==> config.mk <==
export PLATFORM = sky130hd
export DESIGN_NAME = eq_level_ctrl
export DESIGN_NICKNAME = d
export VERILOG_FILES = /design/src/rtl/eq_pkg.sv /design/src/rtl/eq_btn_debounce.sv /design/src/rtl/eq_level_ctrl.sv
export SDC_FILE = /design/constraint.sdc
export NUM_CORES = 1
export LEC_CHECK = 0
export CAP_MARGIN = 20
export CORE_ASPECT_RATIO = 0.6
export CORE_MARGIN = 4
export CORE_UTILIZATION = 45
export CTS_BUF_LIST = sky130_fd_sc_hd__clkbuf_4 sky130_fd_sc_hd__clkbuf_8 sky130_fd_sc_hd__clkbuf_16
export CTS_CLUSTER_DIAMETER = 150
export DETAILED_ROUTE_END_ITERATION = 6
export GPL_TIMING_DRIVEN = 0
export SLEW_MARGIN = 20
export SYNTH_ARGS = -nofsm -noshare
export SYNTH_HDL_FRONTEND = slang
export SYNTH_SLANG_ARGS = --single-unit
==> constraint.sdc <==
create_clock -name clk -period 9.6 [get_ports clk]
set_input_delay 1.92 -clock clk [delete_from_list [all_inputs] [get_ports clk]]
set_output_delay 1.92 -clock clk [all_outputs]
set_load 0.01 [all_outputs]
==> src/rtl/eq_pkg.sv <==
// Shared types and level arithmetic for the equalizer level/enter initiator.
// Levels are 5-bit signed; intermediate arithmetic uses one extra bit.
package eq_pkg;

    localparam int LEVEL_W = 5;
    localparam int WIDE_W  = LEVEL_W + 1;

    typedef logic signed [LEVEL_W-1:0] level_t;

    typedef enum logic [1:0] {
        BAND_BASS = 2'd0,
        BAND_MID  = 2'd1,
        BAND_TREB = 2'd2
    } band_e;

    typedef enum logic [1:0] {
        IDLE    = 2'd0,
        SETUP   = 2'd1,
        PULSE   = 2'd2,
        RECOVER = 2'd3
    } state_e;

    // Band selection wraps 0->1->2->0; code 3 is never produced.
    function automatic band_e next_band(input band_e b);
        case (b)
            BAND_BASS: return BAND_MID;
            BAND_MID:  return BAND_TREB;
            default:   return BAND_BASS;
        endcase
    endfunction

    // Step by +/-1 in a wider signed domain so the clamp sees the true value.
    function automatic level_t step_level(input level_t cur, input logic up,
                                          input int lmax, input int lmin);
        logic signed [WIDE_W-1:0] wide;
        logic signed [WIDE_W-1:0] hi;
        logic signed [WIDE_W-1:0] lo;
        hi   = WIDE_W'(lmax);
        lo   = WIDE_W'(lmin);
        wide = {cur[LEVEL_W-1], cur};
        wide = up ? (wide + WIDE_W'(1)) : (wide - WIDE_W'(1));
        if (wide > hi) begin
            wide = hi;
        end
        if (wide < lo) begin
            wide = lo;
        end
        return level_t'(wide[LEVEL_W-1:0]);
    endfunction

endpackage

==> src/rtl/eq_btn_debounce.sv <==
// One raw push button: 2-flop synchronizer, stability counter and a one-cycle
// press pulse on an accepted 0->1 transition (releases produce no pulse).
module eq_btn_debounce
    import eq_pkg::*;
#(
    parameter int DEBOUNCE_CYCLES = 50000
) (
    input  logic clk,
    input  logic rst_n,
    input  logic raw,
    output logic press
);

    localparam int CW = (DEBOUNCE_CYCLES > 1) ? $clog2(DEBOUNCE_CYCLES) : 1;
    localparam logic [CW-1:0] CNT_LAST = CW'(DEBOUNCE_CYCLES - 1);

    logic          sync_a;
    logic          sync_b;
    logic          stable;
    logic [CW-1:0] cnt;

    // cnt counts consecutive samples that disagree with the accepted level;
    // the last of DEBOUNCE_CYCLES such samples flips the accepted level.
    always_ff @(posedge clk or negedge rst_n) begin
        if (!rst_n) begin
            sync_a <= 1'b0;
            sync_b <= 1'b0;
            stable <= 1'b0;
            cnt    <= '0;
            press  <= 1'b0;
        end else begin
            sync_a <= raw;
            sync_b <= sync_a;
            press  <= 1'b0;
            if (sync_b == stable) begin
                cnt <= '0;
            end else if (cnt == CNT_LAST) begin
                stable <= sync_b;
                cnt    <= '0;
                press  <= sync_b;
            end else begin
                cnt <= cnt + CW'(1);
            end
        end
    end

endmodule

==> src/rtl/eq_level_ctrl.sv <==
// Equalizer level/enter initiator: debounced buttons edit three saturating band
// levels and an apply drives a clean active-low enter strobe. EQ_AUTO_APPLY_EN
// makes level edits and reset release start an apply sequence automatically.
module eq_level_ctrl
    import eq_pkg::*;
#(
    parameter int DEBOUNCE_CYCLES  = 50000,
    parameter int ENTER_LOW_CYCLES = 4,
    parameter int LEVEL_MAX        = 15,
    parameter int LEVEL_MIN        = -15,
    parameter int LEVEL_DEFAULT    = 3
) (
    input  logic       clk,
    input  logic       rst_n,
    input  logic       btn_up,
    input  logic       btn_down,
    input  logic       btn_next,
    input  logic       btn_apply,
    output level_t     bass_level,
    output level_t     mid_level,
    output level_t     treble_level,
    output logic       enter,
    output logic [1:0] band_sel,
    output logic       busy,
    output state_e     fsm_state
);

`ifdef EQ_AUTO_APPLY_EN
    localparam bit AUTO_APPLY = 1'b1;
`else
    localparam bit AUTO_APPLY = 1'b0;
`endif

    localparam int CW = (ENTER_LOW_CYCLES > 1) ? $clog2(ENTER_LOW_CYCLES) : 1;
    localparam logic [CW-1:0] CNT_LAST = CW'(ENTER_LOW_CYCLES - 1);
    localparam level_t LEVEL_RST = level_t'(LEVEL_DEFAULT);

    logic press_up;
    logic press_down;
    logic press_next;
    logic press_apply;

    eq_btn_debounce #(.DEBOUNCE_CYCLES(DEBOUNCE_CYCLES)) u_db_up (
        .clk(clk), .rst_n(rst_n), .raw(btn_up), .press(press_up)
    );
    eq_btn_debounce #(.DEBOUNCE_CYCLES(DEBOUNCE_CYCLES)) u_db_down (
        .clk(clk), .rst_n(rst_n), .raw(btn_down), .press(press_down)
    );
    eq_btn_debounce #(.DEBOUNCE_CYCLES(DEBOUNCE_CYCLES)) u_db_next (
        .clk(clk), .rst_n(rst_n), .raw(btn_next), .press(press_next)
    );
    eq_btn_debounce #(.DEBOUNCE_CYCLES(DEBOUNCE_CYCLES)) u_db_apply (
        .clk(clk), .rst_n(rst_n), .raw(btn_apply), .press(press_apply)
    );

    state_e        state_q, state_d;
    logic [CW-1:0] cnt_q, cnt_d;
    band_e         band_q, band_d;
    level_t        bass_q, bass_d;
    level_t        mid_q, mid_d;
    level_t        treb_q, treb_d;
    logic          pend_q, pend_d;
    logic          enter_q;

    level_t sel_level;
    level_t stepped;
    logic   level_change;

    always_comb begin
        case (band_q)
            BAND_MID:  sel_level = mid_q;
            BAND_TREB: sel_level = treb_q;
            default:   sel_level = bass_q;
        endcase
    end

    // up together with down cancels; a saturated step is not a change.
    assign stepped      = step_level(sel_level, press_up, LEVEL_MAX, LEVEL_MIN);
    assign level_change = (press_up ^ press_down) && (stepped != sel_level);

    always_comb begin
        state_d = state_q;
        cnt_d   = cnt_q;
        band_d  = band_q;
        bass_d  = bass_q;
        mid_d   = mid_q;
        treb_d  = treb_q;
        pend_d  = pend_q;
        case (state_q)
            IDLE: begin
                cnt_d = '0;
                if (press_apply || pend_q) begin
                    state_d = SETUP;
                    pend_d  = 1'b0;
                end else if (press_next) begin
                    band_d = next_band(band_q);
                end else if (level_change) begin
                    case (band_q)
                        BAND_MID:  mid_d  = stepped;
                        BAND_TREB: treb_d = stepped;
                        default:   bass_d = stepped;
                    endcase
                    pend_d = AUTO_APPLY;
                end
            end
            SETUP: begin
                state_d = PULSE;
                cnt_d   = '0;
            end
            PULSE: begin
                if (cnt_q == CNT_LAST) begin
                    state_d = RECOVER;
                    cnt_d   = '0;
                end else begin
                    cnt_d = cnt_q + CW'(1);
                end
            end
            RECOVER: begin
                if (cnt_q == CNT_LAST) begin
                    state_d = IDLE;
                    cnt_d   = '0;
                end else begin
                    cnt_d = cnt_q + CW'(1);
                end
            end
            default: begin
                state_d = IDLE;
                cnt_d   = '0;
            end
        endcase
    end

    // enter is registered from the next state so it is low exactly in PULSE.
    always_ff @(posedge clk or negedge rst_n) begin
        if (!rst_n) begin
            state_q <= IDLE;
            cnt_q   <= '0;
            band_q  <= BAND_BASS;
            bass_q  <= LEVEL_RST;
            mid_q   <= LEVEL_RST;
            treb_q  <= LEVEL_RST;
            pend_q  <= AUTO_APPLY;
            enter_q <= 1'b1;
        end else begin
            state_q <= state_d;
            cnt_q   <= cnt_d;
            band_q  <= band_d;
            bass_q  <= bass_d;
            mid_q   <= mid_d;
            treb_q  <= treb_d;
            pend_q  <= pend_d;
            enter_q <= (state_d != PULSE);
        end
    end

    assign bass_level   = bass_q;
    assign mid_level    = mid_q;
    assign treble_level = treb_q;
    assign enter        = enter_q;
    assign band_sel     = band_q;
    assign busy         = (state_q != IDLE);
    assign fsm_state    = state_q;

endmodule

* Word-level counts from Yosys, hierarchy flattened
Index checks and enable logic that the tools add are counted. Widths: inputs -> output; s select.
Storage, ports and cells: memories 0, word-level logic and storage cells 110, bits in latches 0, register bits 103, output and inout bits 21, bits in writable memories 0, bits in read-only memories 0
Operators by class: div/mod/pow operators 0, reductions and logical operators 18, mux-type cells 30, shift operators 0, multiply operators 0, add/subtract/negate cells 7, equality and inequality tests 17, bitwise logic cells 8, $lt $le $gt $ge 2
Operators by type and width (count):
- $mux 16 | 8
- $add 16x1->16 const B | 4
- $eq 16x16->1 const B | 4
- $reduce_and 5->1 | 3
- $mux 6 | 2
- $mux 1 | 11
- $pmux 5 s2 | 1
- $eq 2x2->1 const B | 4
- $mux 2 | 4
- $pmux 2 s2 | 2
- $pmux 2 s4 | 1
- $reduce_and 2->1 | 4
- $not 1->1 | 7
- $add 5x2->6 const B | 1
- $gt 6x5->1 const B | 1
- $lt 6x5->1 const B | 1
- $reduce_and 3->1 | 2
- $reduce_or 2->1 | 3
- $sub 5x2->6 const B | 1
- $mux 5 | 1
- $ne 5x5->1 | 1
- $eq 1x1->1 | 4
- $eq 2x1->1 const B | 2
- $logic_not 2->1 | 2
- 6 further kinds | 8

* Logic depth before layout (Yosys ltp)
Gate-level depths: netlist of the first run.
word-level depth 13, mapped depth 14

* By module
From an unflattened synthesis of the first run, not the netlist that was laid out.
Second synthesis, totals: cells, all modules 525, area total of the unflattened synthesis 5542.8 um2
By module, submodules not included:
- eq_btn_debounce | cells each 91, times used 4, area an instance 968.4 um2, seq. area each 500.5 um2
- eq_level_ctrl | cells each 161, times used 1, area an instance 1669.1 um2, seq. area each 559.3 um2

* Worst setup path after synthesis of the first run
No wires, ideal clock.
kind reg-to-reg, from reg band_q[0], in the netlist band_sel[0], to reg bass_q[2], in the netlist bass_level[2], slack 6.029 ns, data arrival time 3.444 ns, library setup time 0.128 ns, path buffers 1, cell stages (with the launch flop) 14, data required time 9.472 ns, path through dfrtp_1 inv_1 ha_1 buf_2 mux2i_1 inv_1 fa_1 and3_1 or3_1 o311a_2 o21a_1 a211oi_4 a31o_2 mux2_1
Between the ends: word-level cells in the longest chain between the ends 11, elaborated cells on any way between the ends 15, classes of those cells add/sub: 2; order compare: 2; eq/ne: 3; mux: 4; bitwise: 1; reduce/logical: 3
Ends and longest elaborated chain:
- start: declaration | RTL line eq_level_ctrl.sv:58 | band_e band_q, band_d;
- start signal: assignment | RTL line eq_level_ctrl.sv:147 | band_q <= band_d;
- $eq 2x2->1 / $eq 2x1->1 (equally long branches) | RTL line eq_level_ctrl.sv:70, eq_level_ctrl.sv:98
- $pmux 5 s2 | RTL line eq_level_ctrl.sv:70 | case (band_q)
- $sub 5x2->6 / $add 5x2->6 (equally long branches) | RTL line eq_pkg.sv:41 | wide = up ? (wide + WIDE_W'(1)) : (wide - WIDE_W'(1));
- $mux 6 | RTL line eq_pkg.sv:41
- $gt 6x5->1 | RTL line eq_pkg.sv:42 | if (wide > hi) begin
- $mux 6 | RTL line eq_pkg.sv:42
- $lt 6x5->1 | RTL line eq_pkg.sv:45 | if (wide < lo) begin
- $mux 5 | RTL line eq_pkg.sv:45
- $ne 5x5->1 | RTL line eq_level_ctrl.sv:79 | assign level_change = (press_up ^ press_down) && (stepped != sel_level);
- $logic_and 1x1->1 | RTL line eq_level_ctrl.sv:79
- $reduce_and 5->1 (no line)
- end signal: assignment | RTL line eq_level_ctrl.sv:148 | bass_q <= bass_d;
- end: declaration | RTL line eq_level_ctrl.sv:59 | level_t bass_q, bass_d;
Parallel ways exist; a longest one is shown, timed or not. A chain may end at the register's enable or synchronous reset.

* Worst setup path in the final report of the first run
Same ends and word-level chain as after synthesis.

==> reports/qor.csv, run 1 <==
stage;metric;value;unit
placement;dp_hpwl;6690;µm
clock_network;htree_num_levels;3;
logic_synthesis;yosysWarningCount;0;
timing;skew;0.00582;ns
clock_network;cts_resized;0;
final_layout;nets;517;
clock_network;cts_buffer_depth;2;
logic_synthesis;ys_seq_area_share;51.5;%
drt;finalWirelength;9260;µm
timing;slew_headroom;52.4;%
pwr;vdd_drop_max;0.0000784;V
global_route;grt_usage;15.9;%
timing;period_share;42.6;%
global_route;grt_pass1_wl;16300;µm
placement;placed_cells;625;
die;core-area;10700;µm²
timing;rsz0062_at_grt;no;
logic_synthesis;yosysUniqueCellTypes;53;
die;rows;29;
final_layout;design_area;5740;µm²
critical_path;worst-path-buf-inv;2;
critical_path;worstSetupPathType;reg -> reg;
logic_synthesis;synth_top_cell_area_share;47.8;%
placement;gp_congestion;0.858;
timing;setup_viol_count_final;0;
clock_network;clk_latency;0.34;ns
timing;timing.fmax;245;MHz
timing;worst_slew_pin_slew;0.708;ns
final_layout;fillCellCount;971;
pwr;power.total;0.833;mW
hold_path;hp-class;reg -> reg;
global_route;grt_pass1_vias;3321;
global_route;grt_overflow_total;0;
logic_synthesis;async_flop_share;100;%
logic_synthesis;synth_ff_type;dfrtp_1;
die;start_util;46.6;%
clock_network;hold_buffers;0;
final_layout;syn_to_final_growth;15.5;%
logic_synthesis;syn_avg_cell_area;10.8;µm²
drt;vias;3290;
global_route;grt_max_degree;79;
critical_path;cp.arrival;4.31;ns
placement;post-place-ws;5.52;ns
drt;drt-initial-drc-count;174;
placement;placedInstanceArea;5440;µm²
critical_path;worst_setup_path_start_kind;flip-flop;
critical_path;critPathMaxStageDelay;0.45;ns
timing;maxSlewViolCount;0;
logic_synthesis;synth.ff_latch_count;102;
global_route;antenna_found_initial;0;
final_layout;final_cells;641;
run;drv_cap;0;
die;die_y;89.4;µm
die;dieArea;12900;µm²
clock_network;cts_tree;built;
pwr;p_leak;2.60;nW
timing;setup_tns;0;ns
logic_synthesis;syn_nets;479;
critical_path;cp.required;9.82;ns
logic_synthesis;synth_edf_count;0;
status;status;completed;
logic_synthesis;synth_area_leaders;dfrtp_1 (48%), xor2_1 (6.5%), nor2_1 (6.0%);
logic_synthesis;syn_inst;459;
critical_path;crit_chain;inv_1, ha_1, buf_2, nor2_1, a21oi_1, ha_1, and3_4, a2111oi_4, a211o_1, nand4b_1, xnor2_2, a31o_2, mux2_1;
pwr;p_per_area;145;nW/µm²
critical_path;crit_path_frequent_cell;ha_1;
final_layout;layout-drive-gt1-share;11.8;%
clock_network;post-cts-setup-buffers;0;
drt;dr.pass1.iters;4;
clock_network;cts_buffers;9;
drt;viasPerCell;5.13;
final_layout;final_util;53.8;%
critical_path;crit_family;compound AO/OA/AOI/OAI gates;
final_layout;antenna_cells;0;
placement;io_buffers;26;
die;die_x;144;µm
logic_synthesis;synth_top_area_cell;dfrtp_1;
timing;hold_ws;0.348;ns
drt;ant_nets;0;
timing;fin_ws;5.51;ns
timing;min_period;4.09;ns
clock_network;cts_sinks;102;
critical_path;cp_slowest_cell;a2111oi_4;
critical_path;path_max_fanout;10;
clock_network;clkTransAtPathRegs;0.07;ns
critical_path;worst_setup_path_end_kind;flip-flop;
die;ios;27;
drt;wl_per_cell;14.5;µm
clock_network;clock-root-buffer;clkbuf_16;
timing;final_hold_viol_count;0;
drt;drc;0;
logic_synthesis;mappedNetlistArea;4970;µm²
-- final cells by class --
| cell class | instances | area (µm²) | share of cell area (%) |
|---|---|---|---|
| buffer | 7 | 27.5 | 0.479 |
| clock buffer | 10 | 239 | 4.16 |
| clock inverter | 6 | 70.1 | 1.22 |
| inverter | 11 | 41.3 | 0.719 |
| multi-input combinational | 339 | 2340 | 40.8 |
| sequential | 102 | 2560 | 44.6 |
| tap | 139 | 174 | 3.03 |
| timing repair buffer | 27 | 289 | 5.03 |
-- cell usage in the layout (no fill, tap or decap), types with 3 or more instances in the layout --
cell,count
nand2b_1,5
mux2_2,17
xor2_1,37
o21a_1,3
clkbuf_16,9
mux2_1,4
dfstp_2,7
clkbuf_1,6
nand4_1,10
nand2_1,25
and2_1,4
nor2_1,79
dfrtp_1,95
or3_1,3
xnor2_1,26
clkdlybuf4s50_1,25
and3_1,20
o21ai_0,8
nor4b_1,5
a21oi_1,4
nor4_1,4
ha_1,13
a22oi_1,4
inv_1,11
nand3_1,21
nor3b_1,5
nor3_1,9
-- cell usage after synthesis, drive strengths merged, types with 3 or more instances --
cell type and instances:
mux2 21, nor2 79, ha 13, o21a 3, nor4 4, or3 3
dfrtp 95, nor3 9, nand4 10, and3 21, a21oi 5, clkbuf 6
a22oi 4, inv 11, o21ai 8, xor2 37, nand2 25, nand2b 5
xnor2 28, nand3 21, nor3b 5, nor4b 5, and2 5, dfstp 7
-- worst register-to-register path, stage by stage, from the launching register on --
cell and delay (ns):
dfrtp_1 0.41, inv_1 0.08, ha_1 0.32, buf_2 0.24, nor2_1 0.08, a21oi_1 0.36, ha_1 0.40, and3_4 0.24
a2111oi_4 0.45, a211o_1 0.20, nand4b_1 0.24, xnor2_2 0.35, a31o_2 0.28, mux2_1 0.34
-- power breakdown --
part / total [mW] / switching [mW] / leakage [nW] / internal [mW]
clock network: 0.371 / 0.160 / 0.147 / 0.211
registers: 0.439 / 0.00368 / 1.37 / 0.435
logic: 0.0228 / 0.0151 / 1.08 / 0.00773
total: 0.833 / 0.179 / 2.60 / 0.654
-- cell families (layout without fill, tap and decap cells) --
logic type / after synthesis / in the layout / share of synthesized area (%)
compound gates: 34 / 34 / 6.17
xor+xnor: 65 / 65 / 11.8
fa+ha+maj: 14 / 14 / 3.67
buf+inv: 18 / 61 / 1.38
flops: 102 / 102 / 51.5
mux: 23 / 23 / 5.16
simple gates: 203 / 203 / 20.4
-- registers in the layout, summed over array words and instances, names as in the netlist, 2 cells and up --
name	flops
u_db_next.cnt	16
fsm_state	2
cnt_q	2
treble_level	5
u_db_down.cnt	16
u_db_apply.cnt	16
band_sel	2
mid_level	5
bass_level	5
u_db_up.cnt	16
-- per-layer routing --
layer,track usage (%),share of wire (%)
met1,22.5,53
met2,24.8,43
met3,3.85,3.4
met4,4.36,1.1
met5,0,0
-- path summary, 6_finish.rpt --
path | slack (ns) | start | endpoint | cells after the start
max | 5.51 | band_sel[0]$_DFFE_PN0P_ | bass_level[2]$_DFFE_PN0P_ | 13
min | 0.35 | u_db_up.sync_a$_DFF_PN0_ | u_db_up.sync_b$_DFF_PN0_ | 0
max reg2reg | 5.51 | band_sel[0]$_DFFE_PN0P_ | bass_level[2]$_DFFE_PN0P_ | 13
min reg2reg | 0.35 | u_db_up.sync_a$_DFF_PN0_ | u_db_up.sync_b$_DFF_PN0_ | 0
max in group asynchronous | 7.50 | rst_n | enter$_DFF_PN1_ | 2
min in group asynchronous | 1.43 | rst_n | u_db_up.cnt[2]$_DFF_PN0_ | 1
(Power assumes the default switching activity.)
==> inputs of run 2 (changes only) <==
PLACE_DENSITY = 0.65   (was not set)
clock period = 3.7 ns   (was 9.6 ns; I/O delays follow)
==> run 2 against run 1 <==
Net effect:
- setup slack got worse by 5.5 ns
- critical path depth did not move
- cell count rose by 2.0%
==> reports/qor.csv, run 2 (synthesis results as in run 1) <==
stage;metric;value;unit;change
timing;skew;0.00751;ns;was 0.00582 ns
placement;dp_hpwl;6840;µm;was 6690 µm
pwr;vdd_drop_max;0.000265;V;was 0.0000784 V
placement;io_buffers;26;;unchanged
global_route;use_met3;4.49;%;was 3.85%
pwr;p_leak;2.71;nW;was 2.60 nW
critical_path;cp.arrival;3.88;ns;was 4.31 ns
global_route;grt_pass1_vias;3265;;was 3321
placement;gp_congestion;0.882;;was 0.858
clock_network;cts_buffer_depth;2;;unchanged
global_route;busiest_layer;met1;;was met2
timing;setup_tns;0;ns;unchanged
global_route;use_met2;23.3;%;was 24.8%
global_route;grt_max_degree;75;;was 79
critical_path;worst_setup_path_end_kind;flip-flop;;unchanged
drt;finalWirelength;10100;µm;was 9260 µm
drt;dr.pass1.iters;5;;was 4
critical_path;worst_setup_path_start_kind;flip-flop;;unchanged
timing;worst_slew_pin_slew;0.604;ns;was 0.708 ns
timing;maxSlewViolCount;0;;unchanged
global_route;grt_usage;16.1;%;was 15.9%
final_layout;nets;530;;was 517
die;core-area;10700;µm²;unchanged
timing;rsz0062_at_grt;yes;;was no
pwr;p_per_area;368;nW/µm²;was 145 nW/µm²
timing;timing.fmax;274;MHz;was 245 MHz
clock_network;htree_num_levels;3;;unchanged
final_layout;multi_input_area;2510;µm²;was 2340 µm²
drt;ant_nets;0;;unchanged
timing;slew_headroom;59.3;%;was 52.4%
die;ios;27;;unchanged
final_layout;antenna_cells;0;;unchanged
global_route;use_met1;23.8;%;was 22.5%
timing;period_share;98.7;%;was 42.6%
clock_network;hold_buffers;0;;unchanged
clock_network;clk_latency;0.34;ns;about the same
clock_network;clock-root-buffer;clkbuf_16;;unchanged
clock_network;clkTransAtPathRegs;0.07;ns;about the same
die;dieArea;12900;µm²;unchanged
drt;wl_per_cell;15.4;µm;was 14.5 µm
die;die_x;144;µm;unchanged
clock_network;cts_sinks;102;;unchanged
global_route;antenna_found_initial;0;;unchanged
final_layout;layout-drive-gt1-share;18.1;%;was 11.8%
critical_path;worstSetupPathType;reg -> reg;;unchanged
pwr;intPower;1.79;mW;was 0.654 mW
final_layout;area.sequential;2560;µm²;unchanged
die;die_y;89.4;µm;unchanged
global_route;grt_overflow_total;0;;unchanged
pwr;power.total;2.23;mW;was 0.833 mW
drt;drt-initial-drc-count;207;;was 174
clock_network;cts_tree;built;;unchanged
timing;min_period;3.65;ns;was 4.09 ns
die;start_util;46.6;%;unchanged
drt;drc;0;;unchanged
final_layout;final_cell_mix;dfrtp_1 (95), nor2_1 (78), xor2_1 (37);;was dfrtp_1 (95), nor2_1 (79), xor2_1 (37), xnor2_1 (26)
hold_path;hp-class;in -> async;;was reg -> reg
pwr;pwr-share-clk;46.1;%;was 44.6%
die;rows;29;;unchanged
pwr;switching_share;19.8;%;was 21.5%
global_route;grt_pass1_wl;16300;µm;about the same
critical_path;path_max_fanout;5;;was 10
clock_network;cts_buffers;9;;unchanged
final_layout;syn_to_final_growth;22.0;%;was 15.5%
drt;viasPerCell;5.26;;was 5.13
timing;final_hold_viol_count;0;;unchanged
final_layout;final_common_cell;dfrtp_1;;unchanged
pwr;p_seq_share;51.2;%;was 52.7%
pwr;combPwrFrac;2.7;%;about the same
timing;setup_viol_count_final;0;;unchanged
status;status;completed;;unchanged
critical_path;cp.required;3.92;ns;was 9.82 ns
drt;vias;3440;;was 3290
pwr;p_switching;0.443;mW;was 0.179 mW
run;drv_cap;0;;unchanged
final_layout;fillCellCount;893;;was 971
run 2: routing by layer:
layer | routed length [µm] | part of all wire, % | up-vias
li1 | - | - | 1681
met1 | 5170 | 51 | 1695
met2 | 4420 | 44 | 52
met3 | 370 | 3.7 | 12
met4 | 124 | 1.2 | 0
met5 | 0 | 0 | -
run 2: power by group through the flow:
stage / clock (mW) / sequential (mW) / combinational (mW)
2_1_floorplan: 0 / 1.16 / 0.0242
5_1_grt: 1.10 / 1.14 / 0.0704
3_5_place_dp: 0 / 1.16 / 0.0628
3_3_place_gp: 0 / 1.16 / 0.0571
4_1_cts: 1.06 / 1.14 / 0.0634
6_report: 1.03 / 1.14 / 0.0603
run 2: layout make-up:
| cell class | instances | share of cell area [%] |
|---|---|---|
| tap | 139 | 2.87 |
| multi-input combinational | 339 | 41.5 |
| buffer | 7 | 0.619 |
| sequential | 102 | 42.2 |
| timing repair buffer | 40 | 6.72 |
| clock inverter | 3 | 1.13 |
| inverter | 11 | 0.681 |
| clock buffer | 13 | 4.31 |
run 2: what timing repair did:
action,4_1_cts,5_1_grt
resized for setup,13,24
pin swaps,4,9
cloned,0,1
setup buffers,5,7
setup endpoints to repair,14,14
run 2: final timing paths:
kind / startpoint / to / slack [ns] / depth (start not counted)
setup / recovery: band_sel[1]$_DFFE_PN0P_ / mid_level[2]$_DFFE_PN0P_ / 0.05 / 13
hold / removal: rst_n / u_db_up.cnt[9]$_DFF_PN0_ / 0.27 / 1
setup reg to reg: band_sel[1]$_DFFE_PN0P_ / mid_level[2]$_DFFE_PN0P_ / 0.05 / 13
hold reg to reg: u_db_down.sync_a$_DFF_PN0_ / u_db_down.sync_b$_DFF_PN0_ / 0.35 / 0
max in group asynchronous: rst_n / enter$_DFF_PN1_ / 2.76 / 2
min in group clk: u_db_down.sync_a$_DFF_PN0_ / u_db_down.sync_b$_DFF_PN0_ / 0.35 / 0
run 2: stage by stage:
stage	area, µm²	std cells	worst slack (ns)	utilization, %	hold WS [ns]
after global routing	6070	654	-0.0902	56.9	0.270
after floorplan	4970	459	0.129	-	0.331
after detailed placement	5440	625	-0.313	50.9	0.344
after global placement	5410	624	-1.87	50.7	0.332
after CTS	5870	646	0.00537	55.0	0.264
final	6070	654	0.0466	56.9	0.266
run 2: critical path, stage by stage, from the launching register on:
cell,delay (ns)
dfrtp_1,0.40
inv_2,0.09
ha_4,0.32
buf_8,0.13
mux2i_4,0.25
inv_2,0.08
fa_2,0.43
nor4_1,0.38
o21a_1,0.23
and2b_2,0.27
a211oi_4,0.30
buf_6,0.16
a31oi_4,0.14
mux2_4,0.33
==> inputs of run 3 (changes only) <==
CORE_ASPECT_RATIO = 1.5   (was 0.6)
SKIP_LAST_GASP = 1   (was not set)
==> run 3 against run 2 <==
Net effect:
- cell count increased by 0.76%
- via count grew 1.1%
- core utilization is 0.91 points lower
- global-route usage down 0.78 points
- critical endpoint is now treble_level[3]$_DFFE_PN0P_
- register-to-register slack hardly changed
- total power decreased by 3.8%
- largest power group unchanged
==> reports/qor.csv, run 3 (synthesis results as in run 1) <==
stage;metric;value;unit;change
status;status;completed;;unchanged
placement;io_buffers;26;;unchanged
die;die_y;137;µm;was 89.4 µm
critical_path;path_max_fanout;6;;was 5
timing;final_hold_viol_count;0;;unchanged
drt;drc;0;;unchanged
pwr;p_switching;0.463;mW;was 0.443 mW
pwr;p_per_area;358;nW/µm²;was 368 nW/µm²
pwr;p_seq_share;53.2;%;was 51.2%
pwr;pwr-share-clk;44.1;%;was 46.1%
hold_path;hp-class;in -> async;;unchanged
clock_network;clk_latency;0.34;ns;about the same
critical_path;cp.required;3.93;ns;was 3.92 ns
global_route;grt_pass1_wl;15800;µm;was 16300 µm
clock_network;clkTransAtPathRegs;0.07;ns;about the same
timing;hold_ws;0.318;ns;was 0.266 ns
clock_network;hold_buffers;0;;unchanged
drt;wl_per_cell;14.1;µm;was 15.4 µm
die;ios;27;;unchanged
global_route;grt_pass1_vias;3541;;was 3265
critical_path;cp.arrival;3.88;ns;about the same
critical_path;reg2reg_depth;13;;unchanged
drt;finalWirelength;9280;µm;was 10100 µm
critical_path;worstSetupPathType;reg -> reg;;unchanged
final_layout;final_cells;659;;was 654
final_layout;final_cell_mix;dfrtp_1 (94), nor2_1 (78), xor2_1 (37);;was dfrtp_1 (95), nor2_1 (78), xor2_1 (37)
critical_path;worst_setup_path_start_kind;flip-flop;;unchanged
timing;maxSlewViolCount;0;;unchanged
placement;dp_hpwl;6500;µm;was 6840 µm
timing;skew;0.00748;ns;was 0.00751 ns
critical_path;worst_setup_path_end_kind;flip-flop;;unchanged
drt;ant_nets;0;;unchanged
timing;rsz0062_at_grt;yes;;unchanged
die;start_util;46.4;%;was 46.6%
die;dieArea;12800;µm²;was 12900 µm²
pwr;power.total;2.14;mW;was 2.23 mW
clock_network;htree_num_levels;3;;unchanged
timing;timing.fmax;274;MHz;about the same
global_route;grt_overflow_total;0;;unchanged
timing;slew_headroom;69.2;%;was 59.3%
global_route;grt_usage;15.3;%;was 16.1%
final_layout;layout-drive-gt1-share;18.1;%;unchanged
final_layout;syn_to_final_growth;20.5;%;was 22.0%
pwr;switching_share;21.6;%;was 19.8%
pwr;intPower;1.68;mW;was 1.79 mW
timing;worst_slew_pin_slew;0.457;ns;was 0.604 ns
placement;gp_congestion;0.841;;was 0.882
final_layout;nets;530;;unchanged
drt;vias;3479;;was 3440
timing;min_period;3.65;ns;about the same
die;die_x;93.8;µm;was 144 µm
pwr;combPwrFrac;2.8;%;was 2.7%
pwr;p_leak;2.68;nW;was 2.71 nW
timing;period_share;98.7;%;about the same
global_route;antenna_found_initial;0;;unchanged
timing;setup_viol_count_final;0;;unchanged
clock_network;cts_buffer_depth;2;;unchanged
final_layout;antenna_cells;0;;unchanged
pwr;vdd_drop_max;0.000248;V;was 0.000265 V
clock_network;cts_sinks;102;;unchanged
die;core-area;10700;µm²;about the same
placement;placed_cells;630;;was 625
drt;drt-initial-drc-count;136;;was 207
clock_network;cts_tree;built;;unchanged
drt;viasPerCell;5.28;;was 5.26
run;drv_cap;0;;unchanged
clock_network;cts_buffers;9;;unchanged
final_layout;final_common_cell;dfrtp_1;;unchanged
drt;dr.pass1.iters;4;;was 5
global_route;grt_max_degree;55;;was 75
die;rows;46;;was 29
clock_network;clock-root-buffer;clkbuf_16;;unchanged
-- run 3: final cells by class --
class	count	area, µm²
Fill cell	965	4710
Tap cell	144	180
Sequential cell	102	2560
Timing Repair Buffer	40	387
Clock inverter	7	80.1
Clock buffer	9	225
Inverter	11	41.3
Multi-Input combinational cell	339	2480
Buffer	7	33.8
-- run 3: timing repair --
action | 4_1_cts | 5_1_grt
resized for setup | 9 | 28
setup endpoints to repair | 14 | 14
setup buffers | 4 | 9
pin swaps | 4 | 9
endpoints found under the hold margin | 0 | 0
-- run 3: final timing paths --
check | startpoint | end | slack (ns)
worst max-delay path | band_sel[1]$_DFFE_PN0P_ | treble_level[3]$_DFFE_PN0P_ | 0.05
worst min-delay path | rst_n | u_db_up.cnt[8]$_DFF_PN0_ | 0.32
worst max register to register | band_sel[1]$_DFFE_PN0P_ | treble_level[3]$_DFFE_PN0P_ | 0.05
worst min register to register | u_db_apply.sync_a$_DFF_PN0_ | u_db_apply.sync_b$_DFF_PN0_ | 0.35
max in group asynchronous | rst_n | enter$_DFF_PN1_ | 2.70
min in group clk | u_db_apply.sync_a$_DFF_PN0_ | u_db_apply.sync_b$_DFF_PN0_ | 0.35
-- run 3: power by group through the flow --
stage | combinational, mW | sequential (mW) | clock (mW)
2_1_floorplan | 0.0242 | 1.16 | 0
3_3_place_gp | 0.0568 | 1.16 | 0
3_5_place_dp | 0.0621 | 1.16 | 0
4_1_cts | 0.0624 | 1.14 | 0.977
5_1_grt | 0.0705 | 1.14 | 1.03
6_report | 0.0596 | 1.14 | 0.945
-- run 3: per-stage QoR --
step	worst slack [ns]	setup TNS (ns)	instance area, µm²	utilization (%)
floorplan	0.129	0	4970	-
global placement	-1.81	-177.20	5410	50.6
detailed placement	-0.243	-2.64	5440	50.8
CTS	0.0338	0	5810	54.3
global route	-0.0656	-0.642	5990	56.0
finish	0.0492	0	5990	56.0
-- run 3: worst max-delay path, stage by stage (launching register included) --
cell and delay [ns]:
dfrtp_1 0.41, buf_4 0.15, ha_4 0.19, a22o_4 0.28
mux2i_2 0.19, inv_2 0.07, fa_2 0.41, and3_4 0.18
or3_4 0.38, nand3_2 0.08, nand4b_1 0.24, xnor2_4 0.25
a31oi_4 0.35, mux2_4 0.33
-- run 3: metal layers --
metal  global-route usage [%]  up-vias  part of all wire [%]
met4                     5.38        0                   2.2
met1                     17.9     1736                    42
met2                     27.2       52                    52
met3                     3.74       18                   3.1
li1                         -     1673                     -
met5                        0        -                     0
